### src/rtl/mips_top.sv
// Single-cycle MIPS-subset core running a fixed Fibonacci program.
// R17 is shown on five 7-segment digits. Decimal by default; define SEG_HEX_EN for hex digits.

module mips_register (
    input  logic        clk_i,
    input  logic        rst_i,
    input  logic [4:0]  raddr1_i,
    input  logic [4:0]  raddr2_i,
    input  logic [4:0]  waddr_i,
    input  logic [31:0] wdata_i,
    input  logic        we_i,
    output logic [31:0] rdata1_o,
    output logic [31:0] rdata2_o,
    output logic [31:0] disp_o
);
    logic [31:0] RegData [0:31];

    always_ff @(posedge clk_i) begin
        if (rst_i) begin
            for (int i = 0; i < 32; i++) RegData[i] <= '0;
        end else if (we_i && waddr_i != 5'd0) begin
            RegData[waddr_i] <= wdata_i;
        end
    end

    assign rdata1_o = (raddr1_i == 5'd0) ? 32'd0 : RegData[raddr1_i];
    assign rdata2_o = (raddr2_i == 5'd0) ? 32'd0 : RegData[raddr2_i];
    // Display tap on $s1
    assign disp_o   = RegData[17];
endmodule

module mips_data_memory (
    input  logic        clk_i,
    input  logic        rst_i,
    input  logic [4:0]  addr_i,
    input  logic [31:0] wdata_i,
    input  logic        we_i,
    input  logic        re_i,
    output logic [31:0] rdata_o
);
    logic [7:0] Dmem [0:31];
    logic [4:0] base;

    assign base = {addr_i[4:2], 2'b00};

    always_ff @(posedge clk_i) begin
        if (rst_i) begin
            for (int i = 0; i < 32; i++) Dmem[i] <= '0;
        end else if (we_i) begin
            Dmem[base]             <= wdata_i[7:0];
            Dmem[base | 5'd1]      <= wdata_i[15:8];
            Dmem[base | 5'd2]      <= wdata_i[23:16];
            Dmem[base | 5'd3]      <= wdata_i[31:24];
        end
    end

    assign rdata_o = re_i ? {Dmem[base | 5'd3], Dmem[base | 5'd2], Dmem[base | 5'd1], Dmem[base]}
                          : 32'd0;
endmodule

module mips_top (
    input  logic       clk,
    input  logic       rst,
    output logic [6:0] seg_first,
    output logic [6:0] seg_second,
    output logic [6:0] seg_third,
    output logic [6:0] seg_fourth,
    output logic [6:0] seg_fifth
);
    logic [31:0] pc_q, pc_d, pc_in, pc_plus4;
    logic [31:0] im_instruction, rom_data;
    logic [5:0]  opcode, funct;
    logic [4:0]  rs, rt, rd, waddr;
    logic [31:0] imm_ext, branch_target, jump_target;
    logic [31:0] alu_result, alu_b, r_read1, r_read2, r_wbdata, mem_rdata, disp_val;
    logic        alu_zero, r_func_ok;
    logic        c_RegDst, c_ALUSrc, c_MemtoReg, c_RegWrite, c_MemRead, c_MemWrite;
    logic        c_Branch, c_Jump;
    logic [1:0]  c_ALUOp;
    logic [3:0]  c_ALUcontrol;
    logic [3:0]  digits [0:4];

    function automatic logic [31:0] rom_word(input logic [5:0] idx);
        case (idx)
            6'd0:    rom_word = 32'h2010000A;
            6'd1:    rom_word = 32'h20080000;
            6'd2:    rom_word = 32'h20090001;
            6'd3:    rom_word = 32'h200A0000;
            6'd4:    rom_word = 32'h11500005;
            6'd5:    rom_word = 32'h01095820;
            6'd6:    rom_word = 32'h01204020;
            6'd7:    rom_word = 32'h01604820;
            6'd8:    rom_word = 32'h214A0001;
            6'd9:    rom_word = 32'h08000004;
            6'd10:   rom_word = 32'h01008820;
            6'd11:   rom_word = 32'hAC110000;
            6'd12:   rom_word = 32'h8C120000;
            6'd13:   rom_word = 32'h0800000D;
            default: rom_word = 32'h00000000;
        endcase
    endfunction

    function automatic logic [6:0] seg7(input logic [3:0] d);
        case (d)
            4'h0:    seg7 = 7'b1000000;
            4'h1:    seg7 = 7'b1111001;
            4'h2:    seg7 = 7'b0100100;
            4'h3:    seg7 = 7'b0110000;
            4'h4:    seg7 = 7'b0011001;
            4'h5:    seg7 = 7'b0010010;
            4'h6:    seg7 = 7'b0000010;
            4'h7:    seg7 = 7'b1111000;
            4'h8:    seg7 = 7'b0000000;
            4'h9:    seg7 = 7'b0010000;
            4'hA:    seg7 = 7'b0001000;
            4'hB:    seg7 = 7'b0000011;
            4'hC:    seg7 = 7'b1000110;
            4'hD:    seg7 = 7'b0100001;
            4'hE:    seg7 = 7'b0000110;
            default: seg7 = 7'b0001110;
        endcase
    endfunction

    assign pc_in          = pc_q;
    assign rom_data       = rom_word(pc_in[7:2]);
    assign im_instruction = rom_data;

    assign opcode  = im_instruction[31:26];
    assign rs      = im_instruction[25:21];
    assign rt      = im_instruction[20:16];
    assign rd      = im_instruction[15:11];
    assign funct   = im_instruction[5:0];
    assign imm_ext = {{16{im_instruction[15]}}, im_instruction[15:0]};

    assign r_func_ok = (funct == 6'h20) || (funct == 6'h22) || (funct == 6'h24) ||
                       (funct == 6'h25) || (funct == 6'h2A);

    // Anything not decoded leaves every enable low, so it behaves as a NOP
    always_comb begin
        c_RegDst   = 1'b0;
        c_ALUSrc   = 1'b0;
        c_MemtoReg = 1'b0;
        c_RegWrite = 1'b0;
        c_MemRead  = 1'b0;
        c_MemWrite = 1'b0;
        c_Branch   = 1'b0;
        c_Jump     = 1'b0;
        c_ALUOp    = 2'b00;
        case (opcode)
            6'h00: begin
                c_ALUOp    = 2'b10;
                c_RegDst   = r_func_ok;
                c_RegWrite = r_func_ok;
            end
            6'h08: begin
                c_ALUSrc   = 1'b1;
                c_RegWrite = 1'b1;
            end
            6'h23: begin
                c_ALUSrc   = 1'b1;
                c_MemtoReg = 1'b1;
                c_MemRead  = 1'b1;
                c_RegWrite = 1'b1;
            end
            6'h2B: begin
                c_ALUSrc   = 1'b1;
                c_MemWrite = 1'b1;
            end
            6'h04: begin
                c_ALUOp  = 2'b01;
                c_Branch = 1'b1;
            end
            6'h02:   c_Jump = 1'b1;
            default: ;
        endcase
    end

    always_comb begin
        c_ALUcontrol = 4'b0010;
        case (c_ALUOp)
            2'b01: c_ALUcontrol = 4'b0110;
            2'b10: begin
                case (funct)
                    6'h22:   c_ALUcontrol = 4'b0110;
                    6'h24:   c_ALUcontrol = 4'b0000;
                    6'h25:   c_ALUcontrol = 4'b0001;
                    6'h2A:   c_ALUcontrol = 4'b0111;
                    default: c_ALUcontrol = 4'b0010;
                endcase
            end
            default: c_ALUcontrol = 4'b0010;
        endcase
    end

    assign alu_b = c_ALUSrc ? imm_ext : r_read2;

    always_comb begin
        case (c_ALUcontrol)
            4'b0010: alu_result = r_read1 + alu_b;
            4'b0110: alu_result = r_read1 - alu_b;
            4'b0000: alu_result = r_read1 & alu_b;
            4'b0001: alu_result = r_read1 | alu_b;
            4'b0111: alu_result = {31'd0, $signed(r_read1) < $signed(alu_b)};
            default: alu_result = 32'd0;
        endcase
    end

    assign alu_zero = (alu_result == 32'd0);
    assign waddr    = c_RegDst ? rd : rt;
    assign r_wbdata = c_MemtoReg ? mem_rdata : alu_result;

    mips_register u_Register (
        .clk_i    (clk),
        .rst_i    (rst),
        .raddr1_i (rs),
        .raddr2_i (rt),
        .waddr_i  (waddr),
        .wdata_i  (r_wbdata),
        .we_i     (c_RegWrite),
        .rdata1_o (r_read1),
        .rdata2_o (r_read2),
        .disp_o   (disp_val)
    );

    mips_data_memory u_Data_memory (
        .clk_i   (clk),
        .rst_i   (rst),
        .addr_i  (alu_result[4:0]),
        .wdata_i (r_read2),
        .we_i    (c_MemWrite),
        .re_i    (c_MemRead),
        .rdata_o (mem_rdata)
    );

    assign pc_plus4      = pc_q + 32'd4;
    assign branch_target = pc_plus4 + {imm_ext[29:0], 2'b00};
    assign jump_target   = {pc_plus4[31:28], im_instruction[25:0], 2'b00};

    always_comb begin
        pc_d = pc_plus4;
        if (c_Jump)                    pc_d = jump_target;
        else if (c_Branch && alu_zero) pc_d = branch_target;
    end

    always_ff @(posedge clk) begin
        if (rst) pc_q <= 32'd0;
        else     pc_q <= pc_d;
    end

`ifdef SEG_HEX_EN
    logic seg_unused;
    assign seg_unused = ^disp_val[31:20];

    always_comb begin
        for (int i = 0; i < 5; i++) digits[i] = disp_val[4*i +: 4];
    end
`else
    logic [31:0] dec_v;

    always_comb begin
        dec_v = disp_val % 32'd100000;
        for (int i = 0; i < 5; i++) begin
            digits[i] = 4'(dec_v % 32'd10);
            dec_v     = dec_v / 32'd10;
        end
    end
`endif

    always_comb begin
        seg_first  = seg7(digits[0]);
        seg_second = seg7(digits[1]);
        seg_third  = seg7(digits[2]);
        seg_fourth = seg7(digits[3]);
        seg_fifth  = seg7(digits[4]);
    end
endmodule

### config.mk
export PLATFORM = sky130hd
export DESIGN_NAME = mips_top
export DESIGN_NICKNAME = d
export VERILOG_FILES = /design/src/rtl/mips_top.sv
export SDC_FILE = /design/constraint.sdc
export NUM_CORES = 2
export LEC_CHECK = 0
export BUFFER_PORTS_ARGS = -buffer_cell sky130_fd_sc_hd__buf_2
export CAP_MARGIN = 40
export CORE_UTILIZATION = 40
export DETAILED_ROUTE_END_ITERATION = 6
export SKIP_CTS_REPAIR_TIMING = 1
export SYNTH_ARGS = -nofsm -noshare
export SYNTH_HDL_FRONTEND = slang
export SYNTH_SLANG_ARGS = --single-unit
### constraint.sdc
create_clock -name clk -period 27.6 [get_ports clk]
set_clock_uncertainty 0.05 [all_clocks]
set_input_delay 5.52 -clock clk [delete_from_list [all_inputs] [get_ports clk]]
set_output_delay 5.52 -clock clk [all_outputs]
set_load 0.01 [all_outputs]
* After elaboration in Yosys (flattened, before gate mapping)
Memories as Yosys holds them, arrays and structs flattened. A register that Yosys moved wholly into a read port is not among the register bits.
Cells that the tools add are included.
** Word-level totals
- Bits in read-only memories :: 896
- Memories :: 8
- Input port bits :: 2
- Memory bits (writable) :: 1280
- Word-level logic and storage cells :: 107
- Register bits after elaboration :: 32
- Output and inout port bits :: 35
** Operators by class
- Magnitude comparators :: 1
- $add $sub $neg :: 4
- Div/mod/pow operators :: 10
- Mux-type cells :: 43
- Equality and inequality tests :: 16
- Reduce and logical (&&, ||, !) cells :: 21
- Bitwise gates (word level) :: 2
** Memories
- u_Register.RegData :: words 32, bits a word 32, read ports 3, clocked after Yosys merged registers in 0, wr ports 32, line 16 : logic [31:0] RegData [0:31];
- (no name shown) :: words 16, bits a word 21, read ports 1, clocked after Yosys merged registers in 1, wr ports 0, line 84 : case (idx)
- u_Data_memory.Dmem :: words 32, bits a word 8, read ports 4, clocked after Yosys merged registers in 0, wr ports 32, line 41 : logic [7:0] Dmem [0:31];
- (no name shown) :: words 16, bits a word 7, read ports 1, clocked after Yosys merged registers in 0, wr ports 0, line 104 : case (d)
- (no name shown) :: words 16, bits a word 7, read ports 1, clocked after Yosys merged registers in 0, wr ports 0, line 104
- (no name shown) :: words 16, bits a word 7, read ports 1, clocked after Yosys merged registers in 0, wr ports 0, line 104
- 2 more memories
** Operators with widths (number)
- $mux W32 :: 8
- $mod A32 B4 Y32 const B :: 5
- $pmux W32 S5 :: 1
- $div A32 B4 Y32 const B :: 4
- $add A32 B32 Y32 :: 2
- $eq A6 B6 Y1 const B :: 7
- $add A32 B3 Y32 const B :: 1
- $and A32 B32 Y32 :: 1
- $logic_not A32 Y1 :: 1
- $lt A32 B32 Y1 :: 1
- $mod A32 B17 Y32 const B :: 1
- $mux W8 :: 4
- $or A32 B32 Y32 :: 1
- $reduce_or A32 Y1 :: 1
- $reduce_or A8 Y1 :: 4
- $sub A32 B32 Y32 :: 1
- $mux W5 :: 6
- $mux W1 :: 19
- $pmux W3 S4 :: 1
- $logic_not A5 Y1 :: 2
- $eq A4 B3 Y1 const B :: 2
- $eq A6 B2 Y1 const B :: 1
- $eq A6 B3 Y1 const B :: 1
- $eq A6 B4 Y1 const B :: 1
- 16 further kinds :: 21

* Depth between registers and ports, before layout
- Depth after elaboration :: 16
- Depth in mapped cells :: 110

* Cells and area by module
A second synthesis with hierarchy kept.
** Unflattened totals
- Cell total of the unflattened synthesis :: 7592
- Area, all modules :: 87996.9 µm²
** Modules (own cells, without submodules)
- mips_register :: seq. area each 30749.5 µm², cells an instance 3492, instances 1, area an instance 54086.9 µm²
- mips_top :: seq. area each 520.5 µm², cells an instance 3224, instances 1, area an instance 21952.3 µm²
- mips_data_memory :: seq. area each 7687.4 µm², cells an instance 876, instances 1, area an instance 11957.7 µm²

* Worst setup path after synthesis
Ideal clock, no wire load.
- Path kind :: flip-flop to output port
- From :: memory u_Register.RegData[17][20]
- To :: output port seg_third[3]
- Buffers on the path :: 11
- Cell stages (with the launch flop) :: 93
- Slack :: -504 ps
- Arrival :: 22534 ps
- Path through :: edfxtp_1 buf_6 o21a_1 o221a_4 o41ai_4 or2_1 buf_4 o22ai_1 xor2_1 nand3_1 a21oi_2 o21ai_1 a2bb2oi_1 nand3_1 a21oi_1 mux2_2 a41o_1 o31ai_2 [57 not listed] a2111oi_4 nor2_2 a311oi_2 and2_1 buf_6 xnor2_1 ha_1 o2111a_1 o31a_1 o32ai_2 a31oi_1 nand3b_1 and2_1 buf_2 xnor2_1 inv_1 ha_1 mux4_2
** RTL lines
- start, declared :: line 16
- end, declared :: line 66 : output logic [6:0] seg_third,

==> impl_results.md <==
* Status: finished with violations
* Violated checks: setup timing
* Post-synth ARST share at 0
* Mapped Nets at between 6,000 and 7,000
* Sequential element share of the synthesized area at 0.405
* Crit path buf inv count at 19
* Antenna viol nets, final at 0
* Max Clock Freq at about 0.035 GHz
* # Max-Cap Violations at 0
* Dpl cell area at 0.0651 mm^2
* Unrepaired setup endpoints after global routing: true
* CTS buffer count at 74
* Post-DP HPWL at approximately 120,000 um
* Worst r2r path cells at a little under 70
* Port bufs at 36
* Vias per std cell at 5.93
* Met1 usage at 0.330
* Clock Path Buffers at 3
* Top_reg_cell synth: edfxtp_1
* Crit-path slowest cell: or4b_1
* Initial drt markers at around 5,000
* Slew Limit Fails at 0
* Crit share post-route at 1.03
* Rows at ~140
* Hold WC Path Type: flip-flop to flip-flop
* Worst-path fanout max at 8
* Largest net degree at the start of global routing at between 80 and 90
* Cell mode on critical path: buf_4
* CTS sink cnt at between 700 and 800
* CP Class: flip-flop to output port
* Total die area at around 0.14 mm^2
* Placer Congestion at 0.912
* Final setup vio count at 28
* Htree depth at 3
* Worst-case hold path end point: pc_in[7]
* GR Overflow Total at 0
* Relative slew margins at 0.403
* Synth unique cells at between 100 and 150
* Gate Count Post-Synth at roughly 6,000
* Design Area, Final at 0.0703 mm^2
* Warnings, synthesis at 0
* Total Routing Usage GR at 0.251
* Met2 Track Usage GR at 0.419
* Crit path launch type: flip-flop
* Initial antenna violation count at 1
* PnR worst setup slack at -0.745 ns
* CP required at between 20 and 25 ns
* WL final at approximately 190,000 um
* Layout area overhead at 25.8%
* Die width at 376 um
* Worst path top cell family by delay: compound AO/OA/AOI/OAI gates
* Total core area at approximately 0.14 mm^2
* Nets at between 6,000 and 7,000
* Element type at the critical path end: output port
* Crit path time final at about 28 ns
* Initial Utilization at 0.405
* DR vias at between 50,000 and 60,000
* Worst r2r src: pc_in[6]
* First-pass GRT wire length at ~280,000 um
* DRC Markers at 0
* Clk slew on worst S/H paths at approximately 0.06 ns
* # IOs at 37
* CTS tree: done
* Share of cells above drive strength 1 at 0.286
* Worst-skew pair later-pin latency at between 0.6 and 0.7 ns
* Mapped Area at between 0.05 and 0.06 mm^2
* Routed len/inst at between 20 and 25 um
* Min-delay src: pc_in[7]
* Hold path cells at 2
* Worst slew pin tran at 0.886 ns
* Final core occ at 0.510
* Yosys reg bits at between 700 and 800
* Gr busiest metal: met2
* # diodes at 0
* Met3 Use GR at 0.0258
* Number of global-route vias before repair at a little under 50,000
* Slowest stage delay, CP at 0.56 ns
* Clock root buffer: clkbuf_16
* Hold Vio Cnt, Final at 0
* Internal reg-to-reg setup slack at 14.85 ns
* Post-synth EDFFs at between 700 and 800
* Crit path DAT at ~23 ns
* Mean Syn Cell Area at approximately 9.4 um^2
* DRT Pass-1 Iters at 7
* Die Y at 376 um
## how the worst max path moves through the flow
| stage | start | endpoint | slack (ns) | cells after the start |
|---|---|---|---|---|
| 2_1_floorplan | u_Register.RegData[17][27] | seg_fourth[3] | 0.009 | 97 |
| 3_3_place_gp | u_Register.RegData[17][23] | seg_fourth[3] | -0.88 | 97 |
| 3_5_place_dp | u_Register.RegData[17][26] | seg_fourth[3] | -1.04 | 98 |
| 4_1_cts | u_Register.RegData[17][26] | seg_fourth[3] | -1.83 | 97 |
| 5_1_grt | u_Register.RegData[17][29] | seg_fifth[5] | -1.79 | 102 |
| 6_report | u_Register.RegData[17][26] | seg_fourth[3] | -0.75 | 96 |
## state kept, by name (all words and copies together), names as in the netlist, named ones only
signal              count
u_Data_memory.Dmem    256
pc_in                   6
u_Register.RegData    481
## worst register-to-register path: cells and delay by family (launching register included)
kind	cells	cell delay, ns
compound gates	16	3.71
mux	1	0.19
simple gates	47	6.83
fa+ha+maj	2	0.62
buf+inv	3	0.85
flops	1	0.37
## cells in the mapped netlist, types with 114 or more instances
cell	number	share of area
xnor2_1	122	0.019
nand2_1	470	0.032
mux2i_1	211	0.038
clkbuf_1	337	0.023
nor2_1	1065	0.072
ha_1	151	0.034
a21oi_1	236	0.021
nor3_1	114	0.010
inv_1	144	0.0097
o21ai_0	263	0.024
a211oi_1	132	0.018
edfxtp_1	737	0.40
## cell usage in the layout, fill, tap and decap left out, drive strengths merged, types with 58 or more instances in the layout
| master | synthesis | routed |
|---|---|---|
| buf | 92 | 1135 |
| nor2 | 1074 | 1074 |
| edfxtp | 737 | 737 |
| nand2 | 474 | 474 |
| o21ai | 332 | 332 |
| a21oi | 251 | 251 |
| mux2i | 216 | 216 |
| inv | 147 | 153 |
| ha | 151 | 151 |
| a211oi | 141 | 141 |
| xnor2 | 129 | 129 |
| nor3 | 121 | 121 |
| and2 | 116 | 116 |
| nand3 | 110 | 110 |
| a221oi | 108 | 108 |
| mux2 | 94 | 94 |
| nor2b | 91 | 91 |
| a31oi | 88 | 89 |
| clkbuf | 338 | 88 |
| a21o | 84 | 84 |
| a22oi | 69 | 69 |
| mux4 | 68 | 68 |
| o211ai | 66 | 66 |
| nand2b | 58 | 58 |
## logic make-up (layout without fill, tap and decap cells)
family                     count (synthesis)  in the layout  synth area share
xor gates and xnor gates                 165            165            0.0271
AOI/OAI and AO/OA                       1656           1657             0.219
buffers and inverters                    578           1420            0.0419
adders and majority gates                167            167            0.0372
DFF                                      763            763             0.405
other                                      1              1         0.0000671
muxes                                    378            378            0.0858
and+or+nand+nor                         2263           2264             0.184
## metrics by stage
step                      hold slack, ns  TNS [ns]  cells  setup WS (ns)
after floorplan                    0.529         0   5971        0.00943
after global placement             0.574    -18.06   8432         -0.882
after detailed placement           0.596    -21.10   8461          -1.04
after CTS                          0.605    -46.78   8598          -1.83
after global routing               0.677    -48.63   8678          -1.79
final                              0.594    -13.82   8678         -0.745
## area by class of cell
type	instances	area [um^2]
Fill cell	12600	67700
Multi-Input combinational cell	4632	33400
Sequential cell	763	22700
Timing Repair Buffer	1135	9000
Tap cell	1863	2330
Clock buffer	88	1970
Inverter	148	556
Clock inverter	49	349
## routing by layer
layer / part of all wire / wire length (um)
met5: 0.000070 / 13
met1: 0.41 / 76500
met2: 0.48 / 88900
met4: 0.040 / 7390
met3: 0.070 / 13000
Power is left out: the tool's default activity adds up to more than one toggle a clock period on the data nets, which glitch-free logic cannot reach.
